[src/rtl/lsu_dmem_adapter_if.sv]
// Bundle of the load/store request, response and data-memory signals of
// lsu_dmem_adapter.
//   slave  : the adapter side (takes requests, drives responses and memory)
//   master : the environment side (execute stage plus data memory)
// Request : req_valid/req_ready handshake, req_we, req_funct3, req_addr, req_wdata
// Response: resp_valid/resp_ready handshake, resp_rdata, resp_err
// Memory  : mem_rd_addr/mem_rd_data (async read), mem_wr_addr/mem_wr_data/mem_wr_en
interface lsu_dmem_adapter_if #(
    parameter int unsigned MEM_WIDTH = 12
);
    logic                 req_valid;
    logic                 req_ready;
    logic                 req_we;
    logic [2:0]           req_funct3;
    logic [31:0]          req_addr;
    logic [31:0]          req_wdata;
    logic                 resp_valid;
    logic                 resp_ready;
    logic [31:0]          resp_rdata;
    logic                 resp_err;
    logic [MEM_WIDTH-1:0] mem_rd_addr;
    logic [63:0]          mem_rd_data;
    logic [MEM_WIDTH-1:0] mem_wr_addr;
    logic [63:0]          mem_wr_data;
    logic                 mem_wr_en;

    modport slave (
        input  req_valid, req_we, req_funct3, req_addr, req_wdata,
        input  resp_ready, mem_rd_data,
        output req_ready, resp_valid, resp_rdata, resp_err,
        output mem_rd_addr, mem_wr_addr, mem_wr_data, mem_wr_en
    );

    modport master (
        output req_valid, req_we, req_funct3, req_addr, req_wdata,
        output resp_ready, mem_rd_data,
        input  req_ready, resp_valid, resp_rdata, resp_err,
        input  mem_rd_addr, mem_wr_addr, mem_wr_data, mem_wr_en
    );
endinterface

[src/rtl/lsu_dmem_adapter.sv]
// Load/store adapter between the RV32I execute stage and a 64-bit data memory
// (async read, sync write, no byte enables). One request at a time: the
// containing line is read, loads are extracted and sign/zero-extended, stores
// are merged into the line and written back. Misaligned or illegal requests
// return resp_err without touching memory.
// Ports:
//   clk, aresetn : clock, asynchronous active-low reset
//   bus (slave)  : request/response handshakes and data-memory port
module lsu_dmem_adapter #(
    parameter int unsigned MEM_SIZE  = 4096,
    parameter int unsigned MEM_WIDTH = $clog2(MEM_SIZE)
) (
    input  logic               clk,
    input  logic               aresetn,
    lsu_dmem_adapter_if.slave  bus
);

    typedef enum logic [1:0] {
        IDLE   = 2'd0,
        ACCESS = 2'd1,
        RESP   = 2'd2
    } state_t;

    state_t               state_q, state_d;

    logic                 we_q;
    logic [2:0]           f3_q;
    logic [2:0]           off_q;
    logic [MEM_WIDTH-1:0] idx_q;
    logic [31:0]          wdata_q;
    logic [31:0]          rdata_q, rdata_d;
    logic                 err_q, err_d;
    logic                 ready_q;
    logic                 valid_q;

    logic                 cap_en;
    logic                 f3_ok;
    logic                 align_ok;
    logic                 illegal;
    logic                 wr_en;
    logic [63:0]          wr_data;

    logic [5:0]           bit_sh;
    logic [63:0]          rd_shifted;
    logic [31:0]          load_val;
    logic                 sign_bit;
    logic [63:0]          lane_mask;
    logic [63:0]          mask_sh;
    logic [63:0]          data_sh;
    logic [63:0]          merged;

    // Legality of the incoming request (funct3 set, store size, alignment)
    always_comb begin
        f3_ok = 1'b0;
        unique case (bus.req_funct3)
            3'b000, 3'b001, 3'b010: f3_ok = 1'b1;
            3'b100, 3'b101:         f3_ok = ~bus.req_we;
            default:                f3_ok = 1'b0;
        endcase
        align_ok = 1'b1;
        unique case (bus.req_funct3[1:0])
            2'b01:   align_ok = ~bus.req_addr[0];
            2'b10:   align_ok = (bus.req_addr[1:0] == 2'b00);
            default: align_ok = 1'b1;
        endcase
        illegal = ~(f3_ok & align_ok);
    end

    // Lane select and merge on the captured line; offsets are size-aligned,
    // so an access never crosses the 64-bit line.
    assign bit_sh     = {off_q, 3'b000};
    assign rd_shifted = bus.mem_rd_data >> bit_sh;

    always_comb begin
        load_val = rd_shifted[31:0];
        sign_bit = 1'b0;
        unique case (f3_q[1:0])
            2'b00: begin
                sign_bit = ~f3_q[2] & rd_shifted[7];
                load_val = {{24{sign_bit}}, rd_shifted[7:0]};
            end
            2'b01: begin
                sign_bit = ~f3_q[2] & rd_shifted[15];
                load_val = {{16{sign_bit}}, rd_shifted[15:0]};
            end
            default: load_val = rd_shifted[31:0];
        endcase
    end

    always_comb begin
        unique case (f3_q[1:0])
            2'b00:   lane_mask = 64'h0000_0000_0000_00FF;
            2'b01:   lane_mask = 64'h0000_0000_0000_FFFF;
            default: lane_mask = 64'h0000_0000_FFFF_FFFF;
        endcase
    end

    assign mask_sh = lane_mask << bit_sh;
    assign data_sh = {32'h0, wdata_q} << bit_sh;
    assign merged  = (bus.mem_rd_data & ~mask_sh) | (data_sh & mask_sh);

    // Next-state and next-output logic
    always_comb begin
        state_d = state_q;
        cap_en  = 1'b0;
        rdata_d = rdata_q;
        err_d   = err_q;
        wr_en   = 1'b0;
        wr_data = 64'h0;
        unique case (state_q)
            IDLE: begin
                if (bus.req_valid) begin
                    cap_en  = 1'b1;
                    rdata_d = 32'h0;
                    err_d   = illegal;
                    state_d = illegal ? RESP : ACCESS;
                end
            end
            ACCESS: begin
                state_d = RESP;
                err_d   = 1'b0;
                if (we_q) begin
                    wr_en   = 1'b1;
                    wr_data = merged;
                    rdata_d = 32'h0;
                end else begin
                    rdata_d = load_val;
                end
            end
            RESP: begin
                if (bus.resp_ready) begin
                    state_d = IDLE;
                end
            end
            default: state_d = IDLE;
        endcase
    end

    // State and registered outputs
    always_ff @(posedge clk or negedge aresetn) begin
        if (!aresetn) begin
            state_q <= IDLE;
            we_q    <= 1'b0;
            f3_q    <= 3'b000;
            off_q   <= 3'b000;
            idx_q   <= '0;
            wdata_q <= 32'h0;
            rdata_q <= 32'h0;
            err_q   <= 1'b0;
            ready_q <= 1'b1;
            valid_q <= 1'b0;
        end else begin
            state_q <= state_d;
            rdata_q <= rdata_d;
            err_q   <= err_d;
            ready_q <= (state_d == IDLE);
            valid_q <= (state_d == RESP);
            if (cap_en) begin
                we_q    <= bus.req_we;
                f3_q    <= bus.req_funct3;
                off_q   <= bus.req_addr[2:0];
                idx_q   <= bus.req_addr[MEM_WIDTH+2:3];
                wdata_q <= bus.req_wdata;
            end
        end
    end

    // Write strobe follows the state, so an async reset in ACCESS cancels it
    assign bus.req_ready   = ready_q;
    assign bus.resp_valid  = valid_q;
    assign bus.resp_rdata  = rdata_q;
    assign bus.resp_err    = err_q;
    assign bus.mem_rd_addr = idx_q;
    assign bus.mem_wr_addr = idx_q;
    assign bus.mem_wr_en   = wr_en;
    assign bus.mem_wr_data = wr_data;

endmodule

[src/flat_wrapper.sv]
// flat-port wrapper written by rule: the top's interface ports become plain ports
module lsu_dmem_adapter_flat 
#(
    parameter int unsigned MEM_SIZE  = 4096,
    parameter int unsigned MEM_WIDTH = $clog2(MEM_SIZE)
)
  (clk, aresetn, bus_req_valid, bus_req_we, bus_req_funct3, bus_req_addr, bus_req_wdata, bus_resp_ready, bus_mem_rd_data, bus_req_ready, bus_resp_valid, bus_resp_rdata, bus_resp_err, bus_mem_rd_addr, bus_mem_wr_addr, bus_mem_wr_data, bus_mem_wr_en);
  lsu_dmem_adapter_if #(.MEM_WIDTH(MEM_WIDTH)) bus_i ();
  input  logic clk;
  input  logic aresetn;
  input wire logic [$bits(bus_i.req_valid)-1:0] bus_req_valid;
  input wire logic [$bits(bus_i.req_we)-1:0] bus_req_we;
  input wire logic [$bits(bus_i.req_funct3)-1:0] bus_req_funct3;
  input wire logic [$bits(bus_i.req_addr)-1:0] bus_req_addr;
  input wire logic [$bits(bus_i.req_wdata)-1:0] bus_req_wdata;
  input wire logic [$bits(bus_i.resp_ready)-1:0] bus_resp_ready;
  input wire logic [$bits(bus_i.mem_rd_data)-1:0] bus_mem_rd_data;
  output wire logic [$bits(bus_i.req_ready)-1:0] bus_req_ready;
  output wire logic [$bits(bus_i.resp_valid)-1:0] bus_resp_valid;
  output wire logic [$bits(bus_i.resp_rdata)-1:0] bus_resp_rdata;
  output wire logic [$bits(bus_i.resp_err)-1:0] bus_resp_err;
  output wire logic [$bits(bus_i.mem_rd_addr)-1:0] bus_mem_rd_addr;
  output wire logic [$bits(bus_i.mem_wr_addr)-1:0] bus_mem_wr_addr;
  output wire logic [$bits(bus_i.mem_wr_data)-1:0] bus_mem_wr_data;
  output wire logic [$bits(bus_i.mem_wr_en)-1:0] bus_mem_wr_en;
  assign bus_i.req_valid = bus_req_valid;
  assign bus_i.req_we = bus_req_we;
  assign bus_i.req_funct3 = bus_req_funct3;
  assign bus_i.req_addr = bus_req_addr;
  assign bus_i.req_wdata = bus_req_wdata;
  assign bus_i.resp_ready = bus_resp_ready;
  assign bus_i.mem_rd_data = bus_mem_rd_data;
  assign bus_req_ready = bus_i.req_ready;
  assign bus_resp_valid = bus_i.resp_valid;
  assign bus_resp_rdata = bus_i.resp_rdata;
  assign bus_resp_err = bus_i.resp_err;
  assign bus_mem_rd_addr = bus_i.mem_rd_addr;
  assign bus_mem_wr_addr = bus_i.mem_wr_addr;
  assign bus_mem_wr_data = bus_i.mem_wr_data;
  assign bus_mem_wr_en = bus_i.mem_wr_en;
  lsu_dmem_adapter #(.MEM_SIZE(MEM_SIZE), .MEM_WIDTH(MEM_WIDTH)) u_core (.clk(clk), .aresetn(aresetn), .bus(bus_i));
endmodule
[config.mk]
export PLATFORM = sky130hd
export DESIGN_NAME = lsu_dmem_adapter_flat
export DESIGN_NICKNAME = d
export VERILOG_FILES = /design/src/rtl/lsu_dmem_adapter_if.sv /design/src/rtl/lsu_dmem_adapter.sv /design/src/flat_wrapper.sv
export SDC_FILE = /design/constraint.sdc
export NUM_CORES = 1
export LEC_CHECK = 0
export ABC_CLOCK_PERIOD_IN_PS = 2500
export CAP_MARGIN = 40
export CORE_MARGIN = 4
export CORE_UTILIZATION = 30
export DETAILED_ROUTE_END_ITERATION = 6
export HOLD_SLACK_MARGIN = 0.02
export MAX_ROUTING_LAYER = met4
export RECOVER_POWER = 100
export SLEW_MARGIN = 20
export SYNTH_ARGS = -nofsm -noshare
export SYNTH_HDL_FRONTEND = slang
export SYNTH_SLANG_ARGS = --single-unit
[constraint.sdc]
create_clock -name clk -period 2.5 [get_ports clk]
set_input_delay 0.625 -clock clk [delete_from_list [all_inputs] [get_ports clk]]
set_output_delay 0.625 -clock clk [all_outputs]
set_load 0.01 [all_outputs]
==> impl_metrics.csv <==
group,metric,value,unit
finish,nets,1232,
logic_synthesis,synth_edf_count,0,
cts,cts_made_buffers,9,
worst_setup_path,r2r_end,"u_core.bus.resp_rdata[23]$_DFFE_PN0P_",
status,status,"finished with violations",
floorplan,num_rows,54,
cts,cts.sinks,88,
logic_synthesis,ys.flop_type,"dfrtp_1",
drt,drt.antenna.violating_nets,0,
cts,cts_root_buf,"clkbuf_16",
worst_setup_path,critPathArrivalTime,2.18,ns
timing,setup_slack,-0.305,ns
logic_synthesis,synth_top_area_share,32.5,%
worst_setup_path,cp-end-kind,"output port",
drt,first_pass_iters,5,
timing,skew,0.00814,ns
worst_setup_path,rrSetupSlack,-0.15,ns
placed_design,hpwlAfterDp,21.4,mm
timing,setup_viol,80,
floorplan,die_x,157,um
drt,vias_per_cell,5.37,
finish,n_fill_cell,1949,
grt,grt_remaining_overflow,0,
timing,final.period_utilization,112,%
drt,remaining_drc_errors,0,
job,cap_viol_max_count,0,
worst_setup_path,slowest_delay,0.52,ns
power,pwr-share-seq,19.8,%
power,p_leak,5.25,nW
cts,h-tree-depth,3,
logic_synthesis,synth_nets,860,
logic_synthesis,yosysWarnings,0,
logic_synthesis,netlist_instances,721,
worst_setup_path,worstPathMaxFanout,7,
power,p_per_area,1000,nW/um^2
power,p_int,0.00687,W
cts,clockBufferDepth,2,
power,peakVddDrop,0.581,mV
timing,relSlewSlack,23.2,%
logic_synthesis,syn_area_per_cell,9.29,um^2
floorplan,die_area,24800,um^2
logic_synthesis,synth-seq-cells,88,
worst_setup_path,timing.rr.start,"u_core.off_q[0]$_DFFE_PN0P_",
cts,clk_latency,0.35,ns
worst_setup_path,critPathKind,"register to output port",
drt,dr_total_vias,7399,
power,switching_share,42.3,%
drt,drtIter0Drc,667,
timing,worstMarginPinSlew,1.15,ns
timing,finalMaxSlewViolations,0,
timing,fmax,356,MHz
power,combPwrFrac,68.3,%
cts,cts_tree,"done",
worst_setup_path,cpMostUsedCell,"buf_6",
grt,grt_pass1_vias,7185,
min_path,hold_class,"primary input to asynchronous set/reset pin",
timing,final-hold-violation-count,0,
floorplan,coreArea,21900,um^2
timing,holdWs,0.391,ns
worst_setup_path,crit_required,1.88,ns
timing,setup_tns,-11.77,ns
worst_setup_path,crit_start,"u_core.off_q[0]$_DFFE_PN0P_",
logic_synthesis,synth_common_cells,"mux2i_1, nor2_1, dfrtp_1",
finish,final_util,54.3,%
worst_setup_path,r2r_cells,9,
grt,grt_pass1_wl,44.1,mm
grt,antenna_found_initial,0,
drt,wl_per_cell,21.9,um
worst_setup_path,slowest_stage,"dfrtp_4",
grt,grt_max_degree,59,
floorplan,ios,260,
drt,wl,30.2,mm
worst_setup_path,cp-start-kind,"register",
worst_setup_path,crit_chain,"buf_6 -> a21oi_4 -> o21ai_1 -> a21o_2 -> buf_12 -> buf_6 -> a211oi_4 -> buf_2",
timing,grt_setup_unrepaired,"true",
finish,drive_gt1_share,43.9,%
timing,fin_crit,2.81,ns
placed_design,gp_congestion,0.920,
logic_synthesis,synth_top_area_cell,"dfrtp_1",
status,violations,"setup timing",
finish,synthToLayoutAreaGrowth,77.5,%
power,pwr-share-clk,11.9,%
floorplan,initial_core_util,30.6,%
logic_synthesis,ys_top_cells_by_area,"dfrtp_1, mux2i_1, mux2_2",
grt,track_usage,23.8,%
floorplan,dieHeight,157,um
logic_synthesis,netlist_area,6700,um^2
power,p_sw,0.00504,W
placed_design,numPortBuffers,242,
logic_synthesis,async_reset_ff_share,100,%
logic_synthesis,synth-seq-area-share,32.9,%
cts,path_clk_slew,0.07,ns
logic_synthesis,ys_types,50,
[stage by stage]
| stage | total power, W | area [um^2] | worst slack, ns | std cells |
|---|---|---|---|---|
| 4_1_cts | 0.0111 | 11300 | -0.248 | 1359 |
| 3_5_place_dp | 0.00803 | 10300 | -0.351 | 1305 |
| 2_1_floorplan | 0.00561 | 6710 | -0.0237 | 721 |
| 3_3_place_gp | 0.00799 | 10300 | -0.348 | 1305 |
| 5_1_grt | 0.0125 | 11900 | -0.334 | 1378 |
| 6_report | 0.0119 | 11900 | -0.305 | 1379 |
[worst max-delay path, delay by kind of cell (launching register included)]
family	cells	cell delay [ns]
flip-flops	1	0.52
buffers and inverters	4	0.59
AO/OA/AOI/OAI	4	0.72
[power groups by stage]
stage	Sequential, W	Combinational, W	Clock, W
after detailed placement	0.00224	0.00579	0
after floorplan	0.00219	0.00342	0
final	0.00236	0.00813	0.00142
after global routing	0.00241	0.00857	0.00151
after global placement	0.00222	0.00576	0
after CTS	0.00231	0.00734	0.00145
[worst max-delay path by stage]
stage | endpoint | slack [ns] | cells after the start
CTS | bus_mem_wr_data[34] | -0.25 | 8
finish | bus_mem_wr_data[34] | -0.31 | 8
floorplan | bus_mem_wr_data[54] | -0.02 | 9
global route | bus_mem_wr_data[34] | -0.33 | 8
global placement | bus_mem_wr_data[23] | -0.35 | 6
detailed placement | bus_mem_wr_data[23] | -0.35 | 6
[layout by cell type (no fill, tap or decap), drive strengths merged, types with 2 or more instances in the layout]
master and n:
inv 9, nor2 97, clkbuf 20, or2 2
mux2 59, nand2 60, a221o 7, nand2b 11
clkdlybuf4s50 117, o21ai 44, buf 247, a21o 12
nor2b 5, o221ai 9, ha 3, a22o 5
a21oi 22, o21a 4, o22ai 7, a22oi 18
dfrtp 87, mux2i 96, a221oi 4, a31oi 9
o2bb2ai 8, clkinv 2, dlygate4sd3 59, a211oi 35
nand3b 7, and2 6, nor3 3, mux4 12
[what timing repair did]
item                       4_1_cts  5_1_grt
buffers inserted                34       22
gates cloned                    10        2
gates resized for setup        420      104
setup endpoints to repair       88       82
pin swaps                       48       66
hold buffers                     0        0
[logic make-up after synthesis]
family          share of synthesized area (%)
simple gates                             12.5
flops                                    32.9
mux                                      28.5
compound gates                           20.0
fa+ha+maj                               0.560
buf+inv                                  5.57
[cell type report]
type,count,area (um^2),share of cell area [%]
multi-input cells,553,4940,41.6
repair buffers,432,4050,34.1
flip-flops and latches,88,2210,18.6
well taps,280,350,2.95
clock buffers,13,260,2.19
clock inverters,3,40.0,0.337
inverters,9,33.8,0.284
diodes,1,2.50,0.0210
[flip-flops by register name (all words and copies together) (netlist names), 2 cells and up]
name and cells:
u_core.bus.mem_rd_addr 12, u_core.bus.resp_rdata 32, u_core.f3_q 3, u_core.off_q 3, u_core.state_q 2, u_core.wdata_q 32
[layer usage]
metal | track usage (%) | wire length [um]
met1 | 33.2 | 13400
met2 | 36.5 | 14400
met3 | 4.40 | 1920
met4 | 4.92 | 461
met5 | - | 0
Power figures use the tool's default switching activity.
